[config.mk]
export PLATFORM = sky130hd
export DESIGN_NAME = dev_fetch_flat
export DESIGN_NICKNAME = d
export VERILOG_FILES = /design/src/rtl/dev_fetch_pkg.sv /design/src/rtl/dev_fetch_if.sv /design/src/rtl/dev_fetch_wait_cnt.sv /design/src/rtl/dev_fetch.sv /design/src/flat_wrapper.sv
export SDC_FILE = /design/constraint.sdc
export NUM_CORES = 1
export LEC_CHECK = 0
export CAP_MARGIN = 0
export CORE_MARGIN = 2
export CORE_UTILIZATION = 39
export CTS_BUF_LIST = sky130_fd_sc_hd__clkbuf_16
export CTS_CLUSTER_DIAMETER = 30
export DETAILED_ROUTE_END_ITERATION = 10
export GPL_TIMING_DRIVEN = 1
export PLACE_DENSITY = 0.66
export SLEW_MARGIN = 20
export SYNTH_ARGS = -nofsm -noshare
export SYNTH_HDL_FRONTEND = slang
export SYNTH_HIERARCHICAL = 1
export SYNTH_SLANG_ARGS = --single-unit
[constraint.sdc]
create_clock -name clk -period 3.46 [get_ports clk]
set_input_delay 0.519 -clock clk [delete_from_list [all_inputs] [get_ports clk]]
set_output_delay 0.519 -clock clk [all_outputs]
set_load 0.05 [all_outputs]
[src/rtl/dev_fetch_pkg.sv]
// Shared types for the instruction-fetch stage: FSM states, error codes, instruction size.
package pkg_fetch;

  typedef enum logic [1:0] {
    FETCH_IDLE = 2'd0,
    FETCH_READ = 2'd1,
    FETCH_DONE = 2'd2,
    FETCH_ERR  = 2'd3
  } fetch_state_e;

  typedef enum logic [1:0] {
    FETCH_ERR_NONE    = 2'd0,
    FETCH_ERR_ALIGN   = 2'd1,
    FETCH_ERR_TIMEOUT = 2'd2
  } fetch_err_e;

  localparam int FETCH_BYTES = 4;
  localparam int IDX_W       = $clog2(FETCH_BYTES);

endpackage

[src/rtl/dev_fetch_if.sv]
// Fetch-stage bus: CU request, byte-wide RAM read port and decoder-facing outputs.
interface dev_fetch_if #(
  parameter int ADDR_W = 16
) ();
  logic              fetch_start;
  logic [ADDR_W-1:0] pc;
  logic              mem_req;
  logic [ADDR_W-1:0] mem_addr;
  logic              mem_ack;
  logic [7:0]        mem_rdata;
  logic [31:0]       ir;
  logic              decode_en;
  logic              busy;
  logic              fetch_err;
  logic [1:0]        err_code;

  modport slave (
    input  fetch_start, pc, mem_ack, mem_rdata,
    output mem_req, mem_addr, ir, decode_en, busy, fetch_err, err_code
  );

  modport master (
    output fetch_start, pc, mem_ack, mem_rdata,
    input  mem_req, mem_addr, ir, decode_en, busy, fetch_err, err_code
  );
endinterface

[src/rtl/dev_fetch_wait_cnt.sv]
// Saturating wait-cycle counter with synchronous clear; tc_o flags count == TIMEOUT-1.
module fetch_wait_cnt #(
  parameter int CNT_W   = 8,
  parameter int TIMEOUT = 255
) (
  input  logic clk,
  input  logic rst_n,
  input  logic clr_i,
  input  logic inc_i,
  output logic tc_o
);
  localparam logic [CNT_W-1:0] TC_VAL = CNT_W'(TIMEOUT - 1);

  logic [CNT_W-1:0] cnt_q, cnt_d;

  always_comb begin
    cnt_d = cnt_q;
    if (clr_i)
      cnt_d = '0;
    else if (inc_i && (cnt_q != {CNT_W{1'b1}}))
      cnt_d = cnt_q + CNT_W'(1);
  end

  always_ff @(posedge clk or negedge rst_n) begin
    if (!rst_n)
      cnt_q <= '0;
    else
      cnt_q <= cnt_d;
  end

  assign tc_o = (cnt_q == TC_VAL);
endmodule

[src/rtl/dev_fetch.sv]
// Instruction fetch: reads 4 big-endian bytes at pc into ir, pulses decode_en,
// flags misaligned pc or RAM timeout via fetch_err/err_code.
module dev_fetch
  import pkg_fetch::*;
#(
  parameter int ADDR_W  = 16,
  parameter int TIMEOUT = 255,
  parameter int CNT_W   = 8
) (
  input  logic        clk,
  input  logic        rst,
  dev_fetch_if.slave  bus
);
  fetch_state_e      state_q;
  logic [IDX_W-1:0]  idx_q;
  logic [31:0]       ir_q;
  logic              mem_req_q;
  logic [ADDR_W-1:0] mem_addr_q;
  logic              decode_en_q;
  logic              fetch_err_q;
  fetch_err_e        err_code_q;

  logic start_ok, ack, wait_tc;

  assign start_ok = (state_q == FETCH_IDLE) && bus.fetch_start && (bus.pc[1:0] == 2'b00);
  assign ack      = (state_q == FETCH_READ) && bus.mem_ack;

  fetch_wait_cnt #(
    .CNT_W   (CNT_W),
    .TIMEOUT (TIMEOUT)
  ) u_wait_cnt (
    .clk   (clk),
    .rst_n (rst),
    .clr_i (start_ok || ack),
    .inc_i ((state_q == FETCH_READ) && !bus.mem_ack),
    .tc_o  (wait_tc)
  );

  always_ff @(posedge clk or negedge rst) begin
    if (!rst) begin
      state_q     <= FETCH_IDLE;
      idx_q       <= '0;
      ir_q        <= 32'h0;
      mem_req_q   <= 1'b0;
      mem_addr_q  <= '0;
      decode_en_q <= 1'b0;
      fetch_err_q <= 1'b0;
      err_code_q  <= FETCH_ERR_NONE;
    end else begin
      decode_en_q <= 1'b0;
      fetch_err_q <= 1'b0;
      case (state_q)
        FETCH_IDLE: begin
          if (bus.fetch_start) begin
            if (bus.pc[1:0] != 2'b00) begin
              state_q    <= FETCH_ERR;
              err_code_q <= FETCH_ERR_ALIGN;
            end else begin
              state_q    <= FETCH_READ;
              err_code_q <= FETCH_ERR_NONE;
              idx_q      <= '0;
              mem_req_q  <= 1'b1;
              mem_addr_q <= bus.pc;
            end
          end
        end
        FETCH_READ: begin
          if (bus.mem_ack) begin
            // Shift left so the byte at pc ends up in the opcode field ir[31:24].
            ir_q <= {ir_q[23:0], bus.mem_rdata};
            if (idx_q == IDX_W'(FETCH_BYTES - 1)) begin
              state_q     <= FETCH_DONE;
              mem_req_q   <= 1'b0;
              decode_en_q <= 1'b1;
            end else begin
              idx_q      <= idx_q + IDX_W'(1);
              mem_addr_q <= mem_addr_q + ADDR_W'(1);
            end
          end else if (wait_tc) begin
            state_q    <= FETCH_ERR;
            mem_req_q  <= 1'b0;
            err_code_q <= FETCH_ERR_TIMEOUT;
          end
        end
        FETCH_DONE: begin
          state_q <= FETCH_IDLE;
        end
        FETCH_ERR: begin
          state_q     <= FETCH_IDLE;
          fetch_err_q <= 1'b1;
        end
        default: state_q <= FETCH_IDLE;
      endcase
    end
  end

  assign bus.mem_req   = mem_req_q;
  assign bus.mem_addr  = mem_addr_q;
  assign bus.ir        = ir_q;
  assign bus.decode_en = decode_en_q;
  assign bus.busy      = (state_q != FETCH_IDLE);
  assign bus.fetch_err = fetch_err_q;
  assign bus.err_code  = err_code_q;
endmodule

[src/flat_wrapper.sv]
// flat-port wrapper written by rule: the top's interface ports become plain ports
module dev_fetch_flat import pkg_fetch::*;
#(
  parameter int ADDR_W  = 16,
  parameter int TIMEOUT = 255,
  parameter int CNT_W   = 8
)
  (clk, rst, bus_fetch_start, bus_pc, bus_mem_ack, bus_mem_rdata, bus_mem_req, bus_mem_addr, bus_ir, bus_decode_en, bus_busy, bus_fetch_err, bus_err_code);
  dev_fetch_if #(.ADDR_W(ADDR_W)) bus_i ();
  input  logic clk;
  input  logic rst;
  input wire logic [$bits(bus_i.fetch_start)-1:0] bus_fetch_start;
  input wire logic [$bits(bus_i.pc)-1:0] bus_pc;
  input wire logic [$bits(bus_i.mem_ack)-1:0] bus_mem_ack;
  input wire logic [$bits(bus_i.mem_rdata)-1:0] bus_mem_rdata;
  output wire logic [$bits(bus_i.mem_req)-1:0] bus_mem_req;
  output wire logic [$bits(bus_i.mem_addr)-1:0] bus_mem_addr;
  output wire logic [$bits(bus_i.ir)-1:0] bus_ir;
  output wire logic [$bits(bus_i.decode_en)-1:0] bus_decode_en;
  output wire logic [$bits(bus_i.busy)-1:0] bus_busy;
  output wire logic [$bits(bus_i.fetch_err)-1:0] bus_fetch_err;
  output wire logic [$bits(bus_i.err_code)-1:0] bus_err_code;
  assign bus_i.fetch_start = bus_fetch_start;
  assign bus_i.pc = bus_pc;
  assign bus_i.mem_ack = bus_mem_ack;
  assign bus_i.mem_rdata = bus_mem_rdata;
  assign bus_mem_req = bus_i.mem_req;
  assign bus_mem_addr = bus_i.mem_addr;
  assign bus_ir = bus_i.ir;
  assign bus_decode_en = bus_i.decode_en;
  assign bus_busy = bus_i.busy;
  assign bus_fetch_err = bus_i.fetch_err;
  assign bus_err_code = bus_i.err_code;
  dev_fetch #(.ADDR_W(ADDR_W), .TIMEOUT(TIMEOUT), .CNT_W(CNT_W)) u_core (.clk(clk), .rst(rst), .bus(bus_i));
endmodule
# Word level (Yosys, flattened, before mapping)
# Cells that the tools add are included.
[op_classes]
mux = 33
n_addsub = 3
n_reduce_logical = 19
eq_ne = 14
[ops]
columns = ["op", "n"]
rows = [
  ["two-way mux 16 bit", 4],
  ["case mux 16 bit (2 select lines)", 1],
  ["two-way mux 2 bit", 12],
  ["adder 16 x 1 -> 16 bit (second input constant)", 1],
  ["two-way mux 8 bit", 2],
  ["!= test 2 bit (second input constant)", 6],
  ["two-way mux 1 bit", 10],
  ["AND reduction 5 bit", 2],
  ["adder 8 x 1 -> 8 bit (second input constant)", 1],
  ["equality test 8 bit (second input constant)", 1],
  ["!= test 8 bit (second input constant)", 1],
  ["case mux 2 bit (2 select lines)", 2],
  ["nonzero test 2 bit", 4],
  ["equality test 2 bit (second input constant)", 3],
  ["!= test 3 bit (second input constant)", 2],
  ["case mux 2 bit (3 select lines)", 1],
  ["logical AND 1 bit", 5],
  ["zero test 2 bit", 2],
  ["AND reduction 4 bit", 1],
  ["AND reduction 3 bit", 1],
  ["adder 2 x 1 -> 2 bit (second input constant)", 1],
  ["equality test 2 x 1 -> 1 bit (second input constant)", 1],
  ["case mux 1 bit (2 select lines)", 1],
  ["AND reduction 2 bit", 1],
  ["3 further kinds", 3],
]
[word_totals]
elab_cells = 78
register_bits = 65
inputBits = 28
output_inout_bits = 54

# Logic depth before layout (Yosys ltp)
# Gate-level depths: netlist of run 1.
[logic_depth]
depth_word = 5
mapped_depth = 9
depth_no_buf = 7

# By module
# Netlist of run 1, hierarchy kept.
[modules_own_cells]
columns = ["mod", "area_each_um2", "instances", "seq_area_each_um2", "cells_per_inst"]
rows = [
  ["dev_fetch", 2636.3, 1, 1426.4, 235],
  ["fetch_wait_cnt", 495.5, 1, 200.2, 53],
]

# Worst setup path before layout of run 1
# OpenSTA, ideal clock, no wires.
[synth_timing]
kind = "reg2reg"
from = "register u_core.mem_addr_q[0], in the netlist u_core/bus.mem_addr[0]"
to = "register u_core.mem_addr_q[14], in the netlist u_core/bus.mem_addr[14]"
setup_slack_ps = 1333
arrival_ps = 2057
t_required_ps = 3390
stages_incl_launch_ff = 7
n_path_buf = 1
setup_ps = 70
path_cell_list = "dfrtp_1 ha_1 and3_1 clkbuf_1 nand3_1 or4b_1 nand3_1"
[synth_via]
elab_chain_cells = 4
[synth_rtl]
columns = ["element", "line_no", "text"]
rows = [
  ["start: declaration", "dev_fetch.sv:18", "logic [ADDR_W-1:0] mem_addr_q;"],
  ["start signal: assignment", "dev_fetch.sv:63", "mem_addr_q <= bus.pc;"],
  ["start signal: assignment", "dev_fetch.sv:77", "mem_addr_q <= mem_addr_q + ADDR_W'(1);"],
  ["adder 16 x 1 -> 16 bit", "dev_fetch.sv:77", ""],
  ["two-way mux 16 bit", "dev_fetch.sv:71", "if (idx_q == IDX_W'(FETCH_BYTES - 1)) begin"],
  ["two-way mux 16 bit", "dev_fetch.sv:68", "if (bus.mem_ack) begin"],
  ["case mux 16 bit (2 select lines)", "dev_fetch.sv:52", "case (state_q)"],
]
# No other way between the ends. The select of a mux whose other input is x is not followed.
# A chain may end at the register's enable or synchronous reset.

# Worst setup path in the final report of run 1
[layout_timing]
from = "register u_core.state_q[0]"
to = "register u_core.u_wait_cnt.cnt_q[7]"
[layout_via]
elab_chain_cells = 5
word_cells_on_any_way = 10
cone_classes = "eq/ne (1); mux (1); reduce/logical (8)"
[layout_rtl]
columns = ["element", "line_no", "text"]
rows = [
  ["start: declaration", "dev_fetch.sv:14", "fetch_state_e state_q;"],
  ["start signal: assignment", "dev_fetch.sv:41", "state_q <= FETCH_IDLE;"],
  ["start signal: assignment", "dev_fetch.sv:56", "state_q <= FETCH_ERR;"],
  ["start signal: assignment", "dev_fetch.sv:59", "state_q <= FETCH_READ;"],
  ["zero test 2 bit", "dev_fetch.sv:25", "assign start_ok = (state_q == FETCH_IDLE) && bus.fetch_start && (bus.pc[1:0] == 2'b00);"],
  ["logical AND 1 bit (2 in a row)", "dev_fetch.sv:25", ""],
  ["logical OR 1 bit", "dev_fetch.sv:34", ".clr_i (start_ok || ack),"],
  ["two-way mux 8 bit or nonzero test 2 bit (tied branches)", "n/a", ""],
  ["end signal: assignment", "dev_fetch_wait_cnt.sv:28", "cnt_q <= cnt_d;"],
  ["end: declaration", "dev_fetch_wait_cnt.sv:14", "logic [CNT_W-1:0] cnt_q, cnt_d;"],
]
# Several ways; a longest one is shown, not always the timed one.

==> impl_metrics.prom, run 1 <==
# TYPE chip_impl_metric gauge
chip_impl_info{name="outcome",value="complete, no violations"} 1
chip_impl_metric{name="grt_usage",unit=""} 0.1768
chip_impl_metric{name="ios",unit=""} 82
chip_impl_metric{name="rows",unit=""} 32
chip_impl_metric{name="n_antenna_cell",unit=""} 0
chip_impl_metric{name="crit_path_arrival_time",unit="ns"} 2.67
chip_impl_metric{name="synth-adder-area-share",unit=""} 0.01598
chip_impl_metric{name="multiInputGateArea",unit="um2"} 1379
chip_impl_metric{name="hold_viol",unit=""} 0
chip_impl_metric{name="layout.area.seq",unit="um2"} 1627
chip_impl_info{name="post_synth_main_area_contributors",value="dfrtp_1, mux2_2, a21oi_1"} 1
chip_impl_metric{name="wl_per_cell",unit="um"} 15.42
chip_impl_metric{name="final-setup-viol-count",unit=""} 0
chip_impl_metric{name="clk_path_buf_depth",unit=""} 2
chip_impl_metric{name="worst_hold_slack",unit="ns"} 0.02365
chip_impl_metric{name="synth_sequential_area_ratio",unit=""} 0.5194
chip_impl_metric{name="required_arrival_time_at_the_worst_endpoint",unit="ns"} 3.66
chip_impl_metric{name="yosys.area_share.simple",unit=""} 0.1574
chip_impl_metric{name="dr.first_iter.drc_count",unit=""} 159
chip_impl_metric{name="slew_headroom",unit=""} 0.5611
chip_impl_metric{name="cts_made_buffers",unit=""} 9
chip_impl_metric{name="layout_filler_cell_count",unit=""} 674
chip_impl_metric{name="yosys_warnings",unit=""} 6
chip_impl_metric{name="globalplace.congestion",unit=""} 0.8096
chip_impl_metric{name="timing_worst_slew_pin_value",unit="ns"} 0.6584
chip_impl_metric{name="detail_route.wirelength",unit="um"} 7263
chip_impl_metric{name="grt_pass1_vias",unit=""} 2513
chip_impl_metric{name="worst_r2r_path_depth",unit=""} 5
chip_impl_metric{name="flop_and_latch_count_out_of_synthesis",unit=""} 65
chip_impl_metric{name="final_standard_cell_count_with_taps_included_and_fillers_excluded",unit=""} 471
chip_impl_info{name="min-delay-path-class",value="in2async"} 1
chip_impl_metric{name="synth-edff-count",unit=""} 0
chip_impl_info{name="cts_tree",value="yes"} 1
chip_impl_info{name="synth_common_cells",value="dfrtp_1, mux2_2, a21oi_1"} 1
chip_impl_metric{name="placeableCoreArea",unit="um2"} 7767
chip_impl_metric{name="dpl.cell_count",unit=""} 455
chip_impl_info{name="largest_family_of_logic_cells_by_synthesized_area",value="simple AND/OR/NAND/NOR gates"} 1
chip_impl_metric{name="share_of_flip_flops_with_an_asynchronous_set_or_reset_after_synthesis",unit=""} 1.000
chip_impl_metric{name="post-route-worst-setup-slack",unit="ns"} 0.9991
chip_impl_metric{name="timing.setup.tns",unit="ns"} 0
chip_impl_metric{name="synthesis.area",unit="um2"} 3132
chip_impl_metric{name="synth_top_area_share",unit=""} 0.5194
chip_impl_info{name="synth.most_common_cell",value="dfrtp_1"} 1
chip_impl_info{name="regToRegStartpoint",value="u_core/state_q[0]"} 1
chip_impl_metric{name="post-route-util",unit=""} 0.5593
chip_impl_metric{name="start_util",unit=""} 0.4032
chip_impl_metric{name="dieArea",unit="um2"} 8763
chip_impl_metric{name="drive_above_1_share",unit=""} 0.1653
chip_impl_metric{name="synthesis.area_per_instance",unit="um2"} 10.87
chip_impl_metric{name="period_needed",unit="ns"} 2.461
chip_impl_metric{name="grt_first_pass_wirelength",unit="um"} 12180
chip_impl_metric{name="synthesized_area_fraction_occupied_by_ao_oa_aoi_and_oai_cells",unit=""} 0.1434
chip_impl_metric{name="maximum_number_of_pins_on_one_net_before_global_route_repair",unit=""} 38
chip_impl_metric{name="num_vias",unit=""} 2527
chip_impl_metric{name="holdBufCountCts",unit=""} 0
chip_impl_info{name="regToRegEndpoint",value="u_core/u_wait_cnt/cnt_q[7]"} 1
chip_impl_metric{name="post_drt_via_cell_ratio",unit=""} 5.365
chip_impl_metric{name="chipHeight",unit="um"} 93.61
chip_impl_metric{name="area_growth",unit="%"} 38.71
chip_impl_metric{name="cellLeakagePower",unit="nW"} 1.800
chip_impl_metric{name="postSynthCellCount",unit=""} 288
chip_impl_metric{name="number_of_nets_in_the_finished_design",unit=""} 396
chip_impl_info{name="cell_chain_critical_path",value="nand2b_1 > nor2_1 > and3_1 > nand4_1 > mux2_4"} 1
chip_impl_info{name="cts-root-buf",value="clkbuf_16"} 1
chip_impl_info{name="grt_setup_unrepaired",value="false"} 1
chip_impl_metric{name="yosysUniqueCellTypes",unit=""} 48
chip_impl_metric{name="io_buffers",unit=""} 81
chip_impl_metric{name="proportion_of_synthesized_area_in_mux_cells",unit=""} 0.1235
chip_impl_metric{name="ir_drop",unit="mV"} 0.4678
chip_impl_metric{name="power-per-cell-area",unit="nW/um2"} 1186
chip_impl_metric{name="r2r_setup_slack",unit="ns"} 1.0
chip_impl_metric{name="htree_num_levels",unit=""} 3
chip_impl_metric{name="syn_nets",unit=""} 320
chip_impl_metric{name="post-cts-setup-buffers",unit=""} 0
chip_impl_metric{name="place_worst_setup_slack",unit="ns"} 0.9546
chip_impl_metric{name="clk_transition_reported_paths",unit="ns"} 0.06
chip_impl_metric{name="drt_drc_violations_left",unit=""} 0
chip_impl_metric{name="finalMaxSlewViolations",unit=""} 0
chip_impl_info{name="timing.critical_path.slowest_stage_cell",value="dfrtp_1"} 1
chip_impl_metric{name="overflow",unit=""} 0
chip_impl_metric{name="largest_stage_delay_worst_path",unit="ns"} 0.60
chip_impl_metric{name="first_pass_iters",unit=""} 4
chip_impl_metric{name="synth_xor_area_frac",unit=""} 0
chip_impl_metric{name="antenna_found_initial",unit=""} 0
chip_impl_info{name="critical_path_capture_point_type",value="flop"} 1
chip_impl_metric{name="clock_latency",unit="ns"} 0.32
chip_impl_info{name="library_cell_with_the_largest_summed_area_after_synthesis",value="dfrtp_1"} 1
chip_impl_metric{name="floorplan.die.width",unit="um"} 93.61
chip_impl_info{name="path_class",value="reg2reg"} 1
chip_impl_metric{name="crit_path_max_fanout",unit=""} 16
chip_impl_metric{name="place_hpwl",unit="um"} 5024
chip_impl_info{name="synth_ff_type",value="dfrtp_1"} 1
chip_impl_metric{name="fin_crit_sh",unit=""} 0.7112
chip_impl_metric{name="fmax",unit="GHz"} 0.4064
chip_impl_metric{name="antenna_violating_nets_post_route",unit=""} 0
chip_impl_metric{name="sink_count_of_the_clock_tree",unit=""} 65
chip_impl_info{name="critical_path.startpoint_type",value="flop"} 1
chip_impl_metric{name="drv.max_cap_violation_count",unit=""} 0
chip_impl_metric{name="post_cts_resized",unit=""} 0
chip_impl_metric{name="worst_clock_skew",unit="ns"} 0.004594
cell families after synthesis:
group / Yosys count
buffers and inverters: 28
AND/OR/NAND/NOR: 87
AO/OA/AOI/OAI: 70
multiplexers: 34
flip-flops: 65
adder cells (fa/ha/maj): 4
cell usage in the layout, fill, tap and decap left out, types with 2 or more instances in the layout:
cell	n
nor2b_1	3
nor2_1	15
o211ai_1	3
and3_1	8
o22ai_1	6
nor4b_1	2
mux2_2	32
a31oi_1	5
o21ai_0	14
a21oi_1	20
a2bb2oi_1	6
clkbuf_16	9
bufinv_16	3
nand2b_1	2
and4_1	5
nand3_2	2
dfrtp_1	65
a211oi_1	3
clkdlybuf4s50_1	80
inv_1	9
nor3_1	6
nand3_1	11
a32oi_1	2
clkinv_4	3
or2_2	2
nand2_1	18
ha_1	4
buf_4	4
nand4_1	6
sequential cells by signal (all words and copies together) (netlist names):
signal,cells
u_core/bus.mem_req,1
u_core/bus.ir,32
u_core/bus.mem_addr,16
u_core/state_q,2
u_core/bus.err_code,2
u_core/u_wait_cnt/cnt_q,8
u_core/bus.decode_en,1
u_core/idx_q,2
u_core/bus.fetch_err,1
stage by stage:
step                      power, mW  area (um2)
after global routing          5.437        4344
after floorplan               3.279        3132
after detailed placement      4.135        3999
after global placement        4.102        3999
final                         5.152        4344
after CTS                     5.192        4344
power breakdown:
part / switching, mW / total (mW) / internal, mW
clock network: 0.331 / 1.04 / 0.704
logic: 1.71 / 2.69 / 0.988
registers: 0.322 / 1.42 / 1.10
total: 2.36 / 5.15 / 2.79
routing by layer:
metal | vias to the layer above | wire length (um) | track usage
li1 | 1222 | - | -
met1 | 1219 | 3367 | 0.2399
met2 | 73 | 3384 | 0.2710
met3 | 13 | 343 | 0.03546
met4 | 0 | 168 | 0.08575
met5 | - | 0 | 0
worst max-delay path by stage:
stage                                  to  slack, ns                    from
6_report       u_core/u_wait_cnt/cnt_q[7]        1.0       u_core/state_q[0]
5_1_grt        u_core/u_wait_cnt/cnt_q[7]       0.76       u_core/state_q[0]
4_1_cts                          bus_busy       1.00       u_core/state_q[0]
3_5_place_dp      u_core/bus.mem_addr[14]       0.95               bus_pc[1]
3_3_place_gp      u_core/bus.mem_addr[14]       1.03               bus_pc[1]
2_1_floorplan     u_core/bus.mem_addr[14]       1.33  u_core/bus.mem_addr[0]
area by class of cell:
class                   instances  area share
flip-flops and latches         65      0.3744
multi-input cells             195      0.3174
repair buffers                 85      0.1924
clock buffers                   9     0.05184
well taps                     102     0.02938
clock inverters                 7     0.02765
inverters                       8    0.006912
critical path: cells and delay by family (launching register included):
| family | cells | cell delay (ns) |
|---|---|---|
| flip-flops | 1 | 0.60 |
| multiplexers | 1 | 0.31 |
| AND/OR/NAND/NOR | 4 | 1.43 |
Power figures use the tool's default switching activity.
==> inputs of run 2 (changes only) <==
clock period = 2.5 ns   (was 3.46 ns; I/O delays follow)
==> run 2 against run 1 <==
  * Wire length up 2.4%
  * Combinational power up 41%
  * First-iteration DRC count down 36%
  * Clock skew up 0.0027 ns
  * Critical path depth down 3
  * Sequential share of layout area down 0.097 points
  * Worst setup slack worse by 0.81 ns
  * Sequential power up 39%
  * Non-clock buffer count up 5
  * Register-to-register slack worse by 0.48 ns
  * Critical path type is now reg2out
  * Largest cell class unchanged
  * Largest power group unchanged
==> impl_metrics.prom, run 2 (same netlist as run 1, synthesis figures left out) <==
# TYPE chip_impl_metric gauge
chip_impl_info{name="outcome",value="complete, no violations"} 1
chip_impl_metric{name="cellLeakagePower",unit="nW"} 1.806
chip_impl_metric{name="dieArea",unit="um2"} 8763
chip_impl_metric{name="power_switching",unit="mW"} 3.283
chip_impl_metric{name="pwr-share-seq",unit=""} 0.279
chip_impl_info{name="cts-root-buf",value="clkbuf_16"} 1
chip_impl_metric{name="post-route-worst-setup-slack",unit="ns"} 0.1856
chip_impl_info{name="timing.critical_path.slowest_stage_cell",value="clkdlybuf4s50_1"} 1
chip_impl_info{name="min-delay-path-class",value="in2async"} 1
chip_impl_metric{name="largest_register_ff_count",unit=""} 32
chip_impl_metric{name="crit_path_arrival_time",unit="ns"} 1.94
chip_impl_metric{name="sink_count_of_the_clock_tree",unit=""} 65
chip_impl_metric{name="grt_first_pass_wirelength",unit="um"} 12010
chip_impl_info{name="path_class",value="reg2out"} 1
chip_impl_metric{name="slew_headroom",unit=""} 0.6285
chip_impl_metric{name="post_cts_resized",unit=""} 0
chip_impl_metric{name="maximum_number_of_pins_on_one_net_before_global_route_repair",unit=""} 33
chip_impl_metric{name="clockPowerShare",unit=""} 0.188
chip_impl_metric{name="place_worst_setup_slack",unit="ns"} 0.2613
chip_impl_metric{name="worst_clock_skew",unit="ns"} 0.007284
chip_impl_metric{name="placeableCoreArea",unit="um2"} 7767
chip_impl_metric{name="hold_viol",unit=""} 0
chip_impl_metric{name="post_drt_via_cell_ratio",unit=""} 5.353
chip_impl_metric{name="largest_stage_delay_worst_path",unit="ns"} 0.80
chip_impl_metric{name="fin_crit_sh",unit=""} 0.9258
chip_impl_metric{name="n_antenna_cell",unit=""} 0
chip_impl_metric{name="layout_filler_cell_count",unit=""} 714
chip_impl_metric{name="antenna_violating_nets_post_route",unit=""} 0
chip_impl_metric{name="ios",unit=""} 82
chip_impl_metric{name="ir_drop",unit="mV"} 0.5481
chip_impl_metric{name="first_pass_iters",unit=""} 4
chip_impl_metric{name="total_power",unit="mW"} 7.084
chip_impl_info{name="final_common_cell",value="clkdlybuf4s50_1"} 1
chip_impl_metric{name="fmax",unit="GHz"} 0.4321
chip_impl_metric{name="cp.buffers_inverters",unit=""} 1
chip_impl_info{name="final_cell_mix",value="clkdlybuf4s50_1, dfrtp_1, mux2_2, a21oi_1, nand2_1"} 1
chip_impl_metric{name="period_needed",unit="ns"} 2.314
chip_impl_metric{name="area_growth",unit="%"} 39.07
chip_impl_metric{name="drt_drc_violations_left",unit=""} 0
chip_impl_info{name="cell_chain_critical_path",value="or2_2 > clkdlybuf4s50_1"} 1
chip_impl_metric{name="globalplace.congestion",unit=""} 0.8314
chip_impl_metric{name="power-per-cell-area",unit="nW/um2"} 1626
chip_impl_metric{name="dr.first_iter.drc_count",unit=""} 101
chip_impl_metric{name="num_vias",unit=""} 2548
chip_impl_metric{name="antenna_found_initial",unit=""} 0
chip_impl_metric{name="cts_made_buffers",unit=""} 9
chip_impl_metric{name="rows",unit=""} 32
chip_impl_metric{name="drive_above_1_share",unit=""} 0.1791
chip_impl_metric{name="chipHeight",unit="um"} 93.61
chip_impl_metric{name="floorplan.die.width",unit="um"} 93.61
chip_impl_metric{name="io_buffers",unit=""} 81
chip_impl_metric{name="holdBufCountCts",unit=""} 0
chip_impl_metric{name="grt_usage",unit=""} 0.1768
chip_impl_metric{name="timing_worst_slew_pin_value",unit="ns"} 0.5572
chip_impl_metric{name="cellInternalPower",unit="mW"} 3.801
chip_impl_metric{name="finalMaxSlewViolations",unit=""} 0
chip_impl_metric{name="grt_pass1_vias",unit=""} 2317
chip_impl_metric{name="clock_latency",unit="ns"} 0.32
chip_impl_metric{name="place_hpwl",unit="um"} 5286
chip_impl_info{name="critical_path.startpoint_type",value="flop"} 1
chip_impl_metric{name="required_arrival_time_at_the_worst_endpoint",unit="ns"} 2.12
chip_impl_metric{name="overflow",unit=""} 0
chip_impl_metric{name="drv.max_cap_violation_count",unit=""} 0
chip_impl_metric{name="crit_path_max_fanout",unit=""} 15
chip_impl_metric{name="sw_frac_of_total",unit=""} 0.4634
chip_impl_metric{name="clk_transition_reported_paths",unit="ns"} 0.06
chip_impl_metric{name="htree_num_levels",unit=""} 3
chip_impl_metric{name="detail_route.wirelength",unit="um"} 7438
chip_impl_info{name="critical_path_capture_point_type",value="primary output"} 1
chip_impl_metric{name="number_of_nets_in_the_finished_design",unit=""} 401
chip_impl_metric{name="wl_per_cell",unit="um"} 15.63
chip_impl_metric{name="post-cts-setup-buffers",unit=""} 0
chip_impl_metric{name="clk_path_buf_depth",unit=""} 2
chip_impl_info{name="grt_setup_unrepaired",value="false"} 1
chip_impl_metric{name="final-setup-viol-count",unit=""} 0
chip_impl_info{name="cts_tree",value="yes"} 1
chip_impl_info{name="worst_path_dominant_cell_family",value="buffers and inverters"} 1
chip_impl_metric{name="combPwrFrac",unit=""} 0.533
chip_impl_metric{name="start_util",unit=""} 0.4032
chip_impl_metric{name="timing.setup.tns",unit="ns"} 0
## run 2: changes by cell type in the layout (fill, tap and decap cells not counted), sizes merged
cell / previous run / this run
bufinv: 3 / 2
clkinv: 3 / 2
buf: 5 / 10
clkinvlp: 0 / 2
## run 2: final cells by class
cell class              instances  area, um2  share of cell area
well taps                     102      127.6             0.02930
flip-flops and latches         65       1627              0.3735
clock buffers                   9      225.2             0.05171
clock inverters                 7      93.84             0.02155
inverters                       8      30.03            0.006895
multi-input cells             195       1379              0.3166
repair buffers                 90      873.3              0.2005
## run 2: routing by layer
metal / up-vias / track usage / part of all wire
met1: 1240 / 0.2533 / 0.47
met2: 66 / 0.2656 / 0.47
li1: 1234 / - / -
met5: - / 0 / 0
met4: 0 / 0.07367 / 0.013
met3: 8 / 0.03062 / 0.045
## run 2: through the flow
stage | instance area [um2] | util | hold WS [ns] | instances
final | 4355 | 0.5607 | 0.04293 | 476
after global routing | 4355 | 0.5607 | 0.08776 | 476
after CTS | 4355 | 0.5607 | 0.05670 | 476
after detailed placement | 4036 | 0.5197 | 0.3998 | 460
after global placement | 4036 | 0.5197 | 0.4034 | 460
after floorplan | 3132 | - | 0.07941 | 288
## run 2: path summary, 6_finish.rpt
check,from,endpoint,slack (ns),cells after the start
worst max-delay path,u_core/state_q[0],bus_busy,0.19,2
worst min-delay path,rst,u_core/u_wait_cnt/cnt_q[5],0.04,1
worst max register to register,u_core/bus.mem_addr[0],u_core/bus.mem_addr[14],0.52,5
worst min register to register,u_core/idx_q[1],u_core/idx_q[1],0.49,2
max in group asynchronous,rst,u_core/bus.ir[19],1.74,2
min in group clk,u_core/idx_q[1],u_core/idx_q[1],0.49,2
## run 2: power groups by stage
stage	logic (mW)	clock network [mW]	registers [mW]
finish	3.78	1.33	1.97
CTS	3.80	1.36	1.98
global placement	3.75	0	1.97
global route	3.99	1.40	2.06
detailed placement	3.80	0	1.99
floorplan	1.21	0	3.32
